### src/rtl/hazard_ctrl_p.sv
// Parametrised hazard unit for the five-stage F/D/E/M/W pipeline.
// Produces forwarding selects, RAW/load-use stalls, memory back-pressure and perf counters.
module hazard_ctrl_p #(
  parameter int unsigned AW       = 5,
  parameter int unsigned NRP      = 2,
  parameter int unsigned LOAD_LAT = 1,
  parameter bit          FWD_EN   = 1'b1,
  parameter int unsigned CW       = 16
) (
  input  logic              CLK,
  input  logic              Reset,
  input  logic [NRP*AW-1:0] RAD,
  input  logic [NRP*AW-1:0] RAE,
  input  logic [AW-1:0]     WA3E,
  input  logic [AW-1:0]     WA3M,
  input  logic [AW-1:0]     WA3W,
  input  logic              RegWriteE,
  input  logic              RegWriteM,
  input  logic              RegWriteW,
  input  logic              MemToRegE,
  input  logic              BranchTakenE,
  input  logic              PCSrcD,
  input  logic              PCSrcE,
  input  logic              PCSrcM,
  input  logic              PCSrcW,
  input  logic              MemReqM,
  input  logic              MemReadyM,
  input  logic              ClrCnt,
  output logic              StallF,
  output logic              StallD,
  output logic              StallE,
  output logic              StallM,
  output logic              FlushD,
  output logic              FlushE,
  output logic              FlushW,
  output logic [2*NRP-1:0]  ForwardE,
  output logic [CW-1:0]     StallCnt,
  output logic [CW-1:0]     FlushCnt,
  output logic              Busy
);

  typedef enum logic {StRun, StLdStall} state_e;

  localparam logic [CW-1:0] CntMax = '1;
  localparam logic [3:0]    LdInit = 4'(LOAD_LAT - 1);

  state_e         stateQ, stateD;
  logic [3:0]     ldCntQ, ldCntD;
  logic [NRP-1:0] hitE, hitM;
  logic           memWait, loadUse, rawStall, decStall, pcStall;

  for (genvar i = 0; i < NRP; i++) begin : gPort
    logic [AW-1:0] rad, rae;
    logic          fwdM, fwdW;
    assign rad     = RAD[i*AW +: AW];
    assign rae     = RAE[i*AW +: AW];
    assign hitE[i] = (rad == WA3E);
    assign hitM[i] = (rad == WA3M);
    assign fwdM    = RegWriteM && (rae == WA3M);
    assign fwdW    = RegWriteW && (rae == WA3W);
    // M-stage result is younger, so it wins over W.
    assign ForwardE[2*i +: 2] = (!FWD_EN || !Reset) ? 2'b00 :
                                fwdM                ? 2'b10 :
                                fwdW                ? 2'b01 : 2'b00;
  end

  assign memWait  = MemReqM && !MemReadyM;
  assign loadUse  = FWD_EN && MemToRegE && (|hitE);
  // Without forwarding only E and M producers stall; W writes through the regfile.
  assign rawStall = !FWD_EN && ((RegWriteE && (|hitE)) || (RegWriteM && (|hitM)));
  assign decStall = loadUse || rawStall || (stateQ == StLdStall);
  assign pcStall  = PCSrcD || PCSrcE || PCSrcM;
  assign Busy     = (stateQ != StRun);

  always_comb begin
    StallF = 1'b0;
    StallD = 1'b0;
    StallE = 1'b0;
    StallM = 1'b0;
    FlushD = 1'b0;
    FlushE = 1'b0;
    FlushW = 1'b0;
    if (Reset) begin
      if (memWait) begin
        StallF = 1'b1;
        StallD = 1'b1;
        StallE = 1'b1;
        StallM = 1'b1;
        FlushW = 1'b1;
      end else begin
        FlushD = PCSrcD || PCSrcE || PCSrcM || PCSrcW || BranchTakenE;
        FlushE = BranchTakenE || decStall;
        StallD = !BranchTakenE && decStall;
        StallF = !BranchTakenE && (decStall || pcStall);
      end
    end
  end

  always_comb begin
    stateD = stateQ;
    ldCntD = ldCntQ;
    if (!memWait) begin
      unique case (stateQ)
        StRun: begin
          if (loadUse && !BranchTakenE && (LOAD_LAT > 1)) begin
            stateD = StLdStall;
            ldCntD = LdInit;
          end
        end
        StLdStall: begin
          if (BranchTakenE || (ldCntQ == 4'd1)) begin
            stateD = StRun;
            ldCntD = 4'd0;
          end else begin
            ldCntD = ldCntQ - 4'd1;
          end
        end
      endcase
    end
  end

  always_ff @(posedge CLK or negedge Reset) begin
    if (!Reset) begin
      stateQ <= StRun;
      ldCntQ <= 4'd0;
    end else begin
      stateQ <= stateD;
      ldCntQ <= ldCntD;
    end
  end

  always_ff @(posedge CLK or negedge Reset) begin
    if (!Reset) begin
      StallCnt <= '0;
      FlushCnt <= '0;
    end else if (ClrCnt) begin
      StallCnt <= '0;
      FlushCnt <= '0;
    end else begin
      if (StallF && (StallCnt != CntMax)) StallCnt <= StallCnt + CW'(1);
      if ((FlushD || FlushE) && (FlushCnt != CntMax)) FlushCnt <= FlushCnt + CW'(1);
    end
  end

endmodule
### config.mk
export PLATFORM = sky130hd
export DESIGN_NAME = hazard_ctrl_p
export DESIGN_NICKNAME = d
export VERILOG_FILES = /design/src/rtl/hazard_ctrl_p.sv
export SDC_FILE = /design/constraint.sdc
export NUM_CORES = 1
export LEC_CHECK = 0
export CAP_MARGIN = 20
export CORE_ASPECT_RATIO = 1.25
export CORE_MARGIN = 2
export CORE_UTILIZATION = 44
export CTS_CLUSTER_SIZE = 12
export DETAILED_ROUTE_END_ITERATION = 16
export PLACE_DENSITY = 0.82
export SLEW_MARGIN = 5
export SYNTH_ARGS = -nofsm -noshare
export SYNTH_HDL_FRONTEND = slang
export SYNTH_SLANG_ARGS = --single-unit
### constraint.sdc
create_clock -name CLK -period 2.6 [get_ports CLK]
set_clock_uncertainty 0.05 [all_clocks]
set_input_delay 0.52 -clock CLK [delete_from_list [all_inputs] [get_ports CLK]]
set_output_delay 0.52 -clock CLK [all_outputs]
set_load 0.1 [all_outputs]
# Word-level counts from Yosys, hierarchy flattened

Index checks and enable logic that the tools add are counted.

Bits in registers: 37
Output and inout bits: 44
Word-level logic and storage cells: 65
Input port bits: 49

Equal/unequal tests: 9
Multiplexer cells: 23
Reduce and logical (&&, ||, !) cells: 25
Bitwise logic cells: 1
Add/sub/neg operators: 3

Operators by type and width:

| kind                                                 | count |
|---|---|
| 2-to-1 mux 16 bit                                    | 4 |
| adder 16 x 1 -> 16 bit (second input constant)       | 2 |
| != test 16 bit (second input constant)               | 2 |
| equality test 5 bit                                  | 6 |
| 2-to-1 mux 1 bit                                     | 14 |
| logical AND 1 bit                                    | 10 |
| logical OR 1 bit                                     | 9 |
| 2-to-1 mux 2 bit                                     | 4 |
| equality test 4 x 1 -> 1 bit (second input constant) | 1 |
| 2-to-1 mux 4 bit                                     | 1 |
| nonzero test 2 bit                                   | 2 |
| subtractor 4 x 1 -> 4 bit (second input constant)    | 1 |
| zero test 1 bit                                      | 2 |
| AND reduction 2 bit                                  | 1 |
| OR reduction 2 bit                                   | 1 |
| inverter 1 bit                                       | 1 |

# Longest topological paths before layout

Depth after elaboration: 11
Mapped depth: 8

# Worst setup path before layout

OpenSTA, ideal clock, no wires.

Path type: input to output
Start: in WA3M[2]
End: out ForwardE[2]
Stages on the path: 4
Buffers on the path: 0
Data arrival time: 3.809 ns
Slack: -1.779 ns
Cell sequence: xor2_1 > nor4_1 > and3_1 > nor4_1

Longest elaborated chain between the ends: 4

Ends and longest elaborated chain:

| what                | line | text |
|---|---|---|
| from (decl)         | 15   | `input logic [AW-1:0] WA3M,` |
| equality test 5 bit | 59   | `assign fwdM = RegWriteM && (rae == WA3M);` |
| logical AND 1 bit   | 59   |  |
| 2-to-1 mux 2 bit    | 63   | `fwdM ? 2'b10 :` |
| 2-to-1 mux 2 bit    | 62   | `assign ForwardE[2*i +: 2] = (!FWD_EN \|\| !Reset) ? 2'b00 :` |
| to (decl)           | 36   | `output logic [2*NRP-1:0] ForwardE,` |

Every way passes these cells.

# Final worst setup path

Start: in RAE[4]
End: out ForwardE[1]

Longest elaborated chain between the ends: 4

Ends and longest elaborated chain:

| what                | line | text |
|---|---|---|
| from (decl)         | 13   | `input logic [NRP*AW-1:0] RAE,` |
| equality test 5 bit | 59   |  |
| logical AND 1 bit   | 59   |  |
| 2-to-1 mux 2 bit    | 63   |  |
| 2-to-1 mux 2 bit    | 62   |  |

Every way passes these cells.

==> metrics.md <==
| Metric | Value |
|---|---|
| FP Rows | 30 |
| Most used cells in the layout excluding fill and tap cells | 56 x sky130_fd_sc_hd__buf_4, 31 x sky130_fd_sc_hd__dfrtp_1, 29 x sky130_fd_sc_hd__nand2_1, 26 x sky130_fd_sc_hd__o21ai_0, 24 x sky130_fd_sc_hd__a21oi_1 |
| Slew at the pin closest to its max-slew limit | 0.483 ns |
| Num CTS Buffers | 5 |
| Die Outline Area | 6110 µm² |
| Area added between synthesis and finish | 56.8% |
| Depth of the most critical reg-to-reg path | 7 |
| Critical-path cell with the highest stage delay | sky130_fd_sc_hd__clkdlybuf4s50_1 |
| Category of the critical setup timing path | in -> out |
| TNS Setup | 0 ns |
| Fraction of layout instances using a drive strength above 1 | 26.9% |
| Routed WL | 7060 µm |
| Largest cells by area after synthesis | sky130_fd_sc_hd__dfrtp_1 38%, sky130_fd_sc_hd__xnor2_1 7.6%, sky130_fd_sc_hd__o21ai_0 5.4% |
| Total Routing Usage GR | 23.9% |
| Worst-Skew Late Latency | 0.29 ns |
| Yosys warning total | 0 |
| Wire length of the first global-routing pass | 11,700 µm |
| Total Power | 1380 µW |
| Distinct cell type count of the synthesized netlist | 37 |
| Initial drt markers | 54 |
| Number of inserted filler cells in the final layout | 430 |
| Relative slew slack | 67.7% |
| Number of antenna diodes | 0 |
| Core box area | 5370 µm² |
| Signal arrival time at the worst endpoint | 2.00 ns |
| Endpoints failing hold | 0 |
| Sequential fraction of the synthesis area | 38.3% |
| Number of buffer and inverter instances along the worst setup path | 2 |
| Average vias per placed instance | 5.52 |
| Critical path cell sequence | clkdlybuf4s50_1 > xor2_1 > nor4_2 > and3_4 > and2_4 > buf_12 |
| Category of cells accounting for the largest share of critical-path delay | simple AND/OR/NAND/NOR gates |
| Setup slack of the critical path after layout | 0.0279 ns |
| Largest stage delay on the critical path | 0.47 ns |
| DP Worst Slack | -0.188 ns |
| Number of antenna violations at the first check in global routing | 0 |
| Biggest fanout along the worst timing path | 2 |
| Pin count of the biggest net entering global routing | 33 |
| Flip-flop and latch count after synthesis | 37 |
| Fraction of the core area covered by cells at the end of the flow | 70.7% |
| Number of nets in the layout | 446 |
| Buffer levels on the longest clock path | 2 |
| H-tree levels | 2 |
| Drc violations | 0 |
| Average wire length per cell after detail routing | 15.4 µm |
| IR Drop Worst-Case VDD | 0.339 mV |
| Power density of the placed cells | 365 nW/µm² |
| Placer's final routability congestion estimate | 0.785 |
| Net count after synthesis | 331 |
| Shortest clock period the worst path allows after layout | 2.57 ns |
| Gate count of the mapped netlist | 278 |
| Die outline height | 86.9 µm |
| Horizontal die dimension | 70.3 µm |
| Final setup violation count | 0 |
| GRT overflow | 0 |
| Final clock period utilization by the worst path | 98.9% |
| Class of the tightest hold or removal check | in -> async |
| MaxCap Viol Count | 0 |
| Status | completed |
| Clock slew seen by the registers of the worst setup and hold paths | 0.07 ns |
| Clock root buffer | sky130_fd_sc_hd__clkbuf_8 |
| Most common cell after layout, fill and taps aside | sky130_fd_sc_hd__buf_4 |
| Max-slew violation count | 0 |
| Data required, critical path | 2.03 ns |
| Count of antenna-violating nets left after detailed routing | 0 |
| Port-buffer cells | 91 |
| Portion of synthesized cell area occupied by the leading cell type | 38.3% |
| TritonCTS clock tree | yes |
| Total iterations of the first detailed-routing run | 4 |
| Number of top-level pins | 93 |
| Achievable clock frequency | 389 MHz |
| Syn Area/Cell | 8.70 µm² |
| Depth of the critical timing path with buffers and inverters included | 6 |
| CTS sink count | 37 |
| Standby leakage power | 0.00167 µW |
| Initial Util | 45.1% |
| HPWL after DPL | 5420 µm |
| Area leader, netlist | sky130_fd_sc_hd__dfrtp_1 |
| Critical Path End Type | output port |
| Startpoint type of the worst setup path | input port |
| Vias in the first global route | 2,500 |
| Mapped Area | 2420 µm² |
| Routed via count | 2,529 |
[metal layers]
layer	part of all wire, %	track usage, %	vias up
li1	-	-	1231
met1	40	28.3	1199
met2	52	43.8	87
met3	5.8	4.63	12
met4	2.2	7.17	0
met5	0	0	-
[final timing paths]
kind / startpoint / endpoint / slack, ns
setup / recovery: RAE[4] / ForwardE[1] / 0.03
hold / removal: Reset / FlushCnt[10] / 0.05
setup reg to reg: FlushCnt[0] / FlushCnt[11] / 0.35
hold reg to reg: ldCntQ[3] / ldCntQ[3] / 0.44
max in group asynchronous: Reset / FlushCnt[1] / 1.90
min in group CLK: ldCntQ[3] / ldCntQ[3] / 0.44
[per-stage QoR]
stage	std cells	hold WS (ns)	area, µm²
floorplan	278	0.174	2480
global placement	445	0.359	3610
detailed placement	445	0.364	3610
CTS	456	0.0519	3710
global route	458	0.0592	3790
finish	458	0.0505	3790
[synthesized netlist by cell type, drive strengths merged]
| cell | count |
|---|---|
| and3 | 9 |
| o21ba | 1 |
| a41oi | 1 |
| and2 | 2 |
| a211oi | 1 |
| a21boi | 1 |
| o211ai | 2 |
| a21oi | 25 |
| nor2 | 17 |
| xnor2 | 21 |
| or3 | 17 |
| o221ai | 1 |
| dfrtp | 37 |
| nor2b | 1 |
| a211o | 1 |
| ha | 4 |
| mux2i | 2 |
| and4b | 2 |
| nand2b | 4 |
| o31ai | 7 |
| or4 | 8 |
| clkbuf | 3 |
| inv | 8 |
| o21a | 1 |
| nand3 | 9 |
| xor2 | 14 |
| and4 | 1 |
| buf | 6 |
| nor4 | 5 |
| nand2 | 29 |
| o21ai | 28 |
| nor3 | 3 |
| nand4 | 7 |
[cell type report]
| cell class | instances | area [µm²] | share of cell area (%) |
|---|---|---|---|
| inverters | 8 | 30.0 | 0.792 |
| flip-flops and latches | 37 | 933 | 24.6 |
| multi-input cells | 224 | 1510 | 39.8 |
| clock buffers | 6 | 72.6 | 1.91 |
| clock inverters | 2 | 10.0 | 0.264 |
| well taps | 64 | 80.1 | 2.11 |
| repair buffers | 117 | 1160 | 30.5 |
[power breakdown]
part           internal, µW  switching, µW
Sequential              589           15.9
Combinational           165            223
Clock                   186            205
Total                   940            444
[sequential cells by signal, indices dropped and copies added, names as in the netlist]
| signal | cells |
|---|---|
| Busy | 1 |
| FlushCnt | 16 |
| StallCnt | 16 |
| ldCntQ | 4 |
[repair_timing]
action                                 CTS  global route
setup endpoints to repair                7             7
buffers inserted                         3             2
resized for setup                       19            18
hold buffers                             0             0
pin swaps                               14            12
endpoints found under the hold margin    0             0
[cell families (layout without fill, tap and decap cells)]
group,after synthesis,in the layout,synth area share [%]
buffers and inverters,17,133,3.41
muxes,2,2,0.827
xor gates and xnor gates,35,35,12.7
and+or+nand+nor,114,114,25.0
AOI/OAI and AO/OA,69,69,17.7
adders and majority gates,4,4,2.07
DFF,37,37,38.3
(Power assumes the default switching activity.)
==> edit: new RTL, same flow settings <==
Set the parameter `AW` to 4 (it was 5).
--- a/src/rtl/hazard_ctrl_p.sv
+++ b/src/rtl/hazard_ctrl_p.sv
@@ -2,5 +2,5 @@
 // Produces forwarding selects, RAW/load-use stalls, memory back-pressure and perf counters.
 module hazard_ctrl_p #(
-  parameter int unsigned AW       = 5,
+  parameter int unsigned AW       = 4,
   parameter int unsigned NRP      = 2,
   parameter int unsigned LOAD_LAT = 1,
Ports: changed (5 resized); port bits go from 93 to 86. The function was not compared with the original's and may differ.
==> edit against the original RTL <==
Die area shrank 0.49%; sequential share of layout area grew 1.0 points; sequential cell count is the same; final area shrank 4.8%; worst setup slack gained 0.030 ns; wire length shrank 5.2%; synthesized area shrank 0.52%; total power grew 4.0%; critical path type unchanged; critical endpoint is now ForwardE[3].
==> edit: results <==
[global_route]
grt_max_degree = 18
grt_pass1_wl_um = 10800
grt_usage_pct = 22.3

[cts]
root_buffer = clkbuf_8
clk_path_buf_depth = 2
clk_latency_ns = 0.29

[worst_setup_path]
slowest_stage = clkdlybuf4s50_1
arrival_ns = 1.97

[yosys]
synth_cell_type_count = 42
synth_nets = 321
synth_common_cells = 37 x dfrtp_1, 28 x nor2_1, 23 x nand2_1
synthTopCellsByArea = dfrtp_1 38%, xnor2_1 7.6%, xor2_1 7.3%
netlist_instances = 275
ys_seq_area_share_pct = 38.5

[outcome]
outcome = completed

[placed_design]
dp.cells = 427
routabilityCongestion = 0.884
hpwl_um = 5150
portBuffers = 84
placed_area_um2 = 3430

[cells_and_area]
drive_above_1_share_pct = 24.4
fin_nets = 418
diodes = 0

[route]
first_pass_iters = 4
vias = 2436
via_per_inst = 5.57
drt_iter0_drc = 84
wl_per_cell_um = 15.3

[power_and_ir_drop]
p_leak_nw = 1.57
peakVddDrop_mv = 0.316

[sta]
worst_pin_slew_ns = 0.469
-- edit: changes by cell type in the layout (fill, tap and decap cells not counted), sizes merged, moves of 6 or more --
| cell | delta |
|---|---|
| nor2 | +11 |
| dlygate4sd2 | -14 |
| o21ai | -11 |
| nand4 | +8 |
| nand2 | -6 |
| buf | -11 |
| a21oi | -9 |
| or3 | -8 |
| xor2 | +6 |
| clkdlybuf4s50 | +12 |
-- edit: kinds of logic after synthesis --
| group | Yosys count | share of synthesized area, % |
|---|---|---|
| flops | 37 | 38.5 |
| xor+xnor | 41 | 14.9 |
| buf+inv | 19 | 3.64 |
| fa+ha+maj | 4 | 2.08 |
| compound gates | 46 | 12.2 |
| mux | 2 | 0.884 |
| simple gates | 126 | 27.9 |
-- edit: path summary, 6_finish.rpt --
check,depth (start not counted),slack [ns],end,startpoint
max in group asynchronous,2,1.98,StallCnt[4]$_DFFE_PN0P_,Reset
max,5,0.06,ForwardE[3],RAE[7]
min,1,0.02,FlushCnt[8]$_DFFE_PN0P_,Reset
max reg2reg,7,0.35,FlushCnt[0]$_DFFE_PN0P_,FlushCnt[1]$_DFFE_PN0P_
min reg2reg,1,0.46,ldCntQ[3]$_DFFE_PN0P_,ldCntQ[3]$_DFFE_PN0P_
min in group CLK,1,0.46,ldCntQ[3]$_DFFE_PN0P_,ldCntQ[3]$_DFFE_PN0P_
-- edit: final cells by class --
cell class	instances	area, um^2
Sequential cell	37	926
Timing Repair Buffer	99	991
Clock buffer	7	96.3
Clock inverter	1	5.00
Tap cell	64	80.1
Inverter	10	41.3
Fill cell	415	1760
Multi-Input combinational cell	219	1470
-- edit: timing repair --
action | 4_1_cts | 5_1_grt
endpoints found under the setup margin | 3 | 7
setup buffers | 0 | 2
pin swaps | 2 | 10
cloned | 0 | 0
gates resized for setup | 3 | 11
-- edit: layer usage --
layer | GRT usage [%] | part of all wire [%] | wire [um] | up-vias
li1 | - | - | - | 1168
met1 | 24.4 | 39 | 2620 | 1162
met2 | 41.7 | 54 | 3600 | 101
met3 | 5.58 | 6.2 | 415 | 5
met4 | 7.69 | 0.82 | 55 | 0
met5 | 0 | 0 | 0 | -
-- edit: worst max-delay path: cells and delay by family --
family	cells	cell delay [ns]
buf+inv	2	0.64
simple gates	2	0.60
xor+xnor	1	0.20
-- edit: where the power goes --
part           switching [W]  internal (W)  leakage, nW  total [W]
Clock               0.000208      0.000240       0.0542   0.000448
Sequential         0.0000155      0.000589        0.512   0.000605
Combinational       0.000228      0.000159         1.00   0.000387
Total               0.000452      0.000988         1.57    0.00144
-- edit: through the flow --
step | worst slack [ns] | setup TNS [ns]
CTS | 0.0000855 | 0
global placement | -0.0280 | -0.0729
floorplan | -0.460 | -0.470
finish | 0.0579 | 0
global route | -0.0200 | -0.0200
detailed placement | -0.109 | -0.644
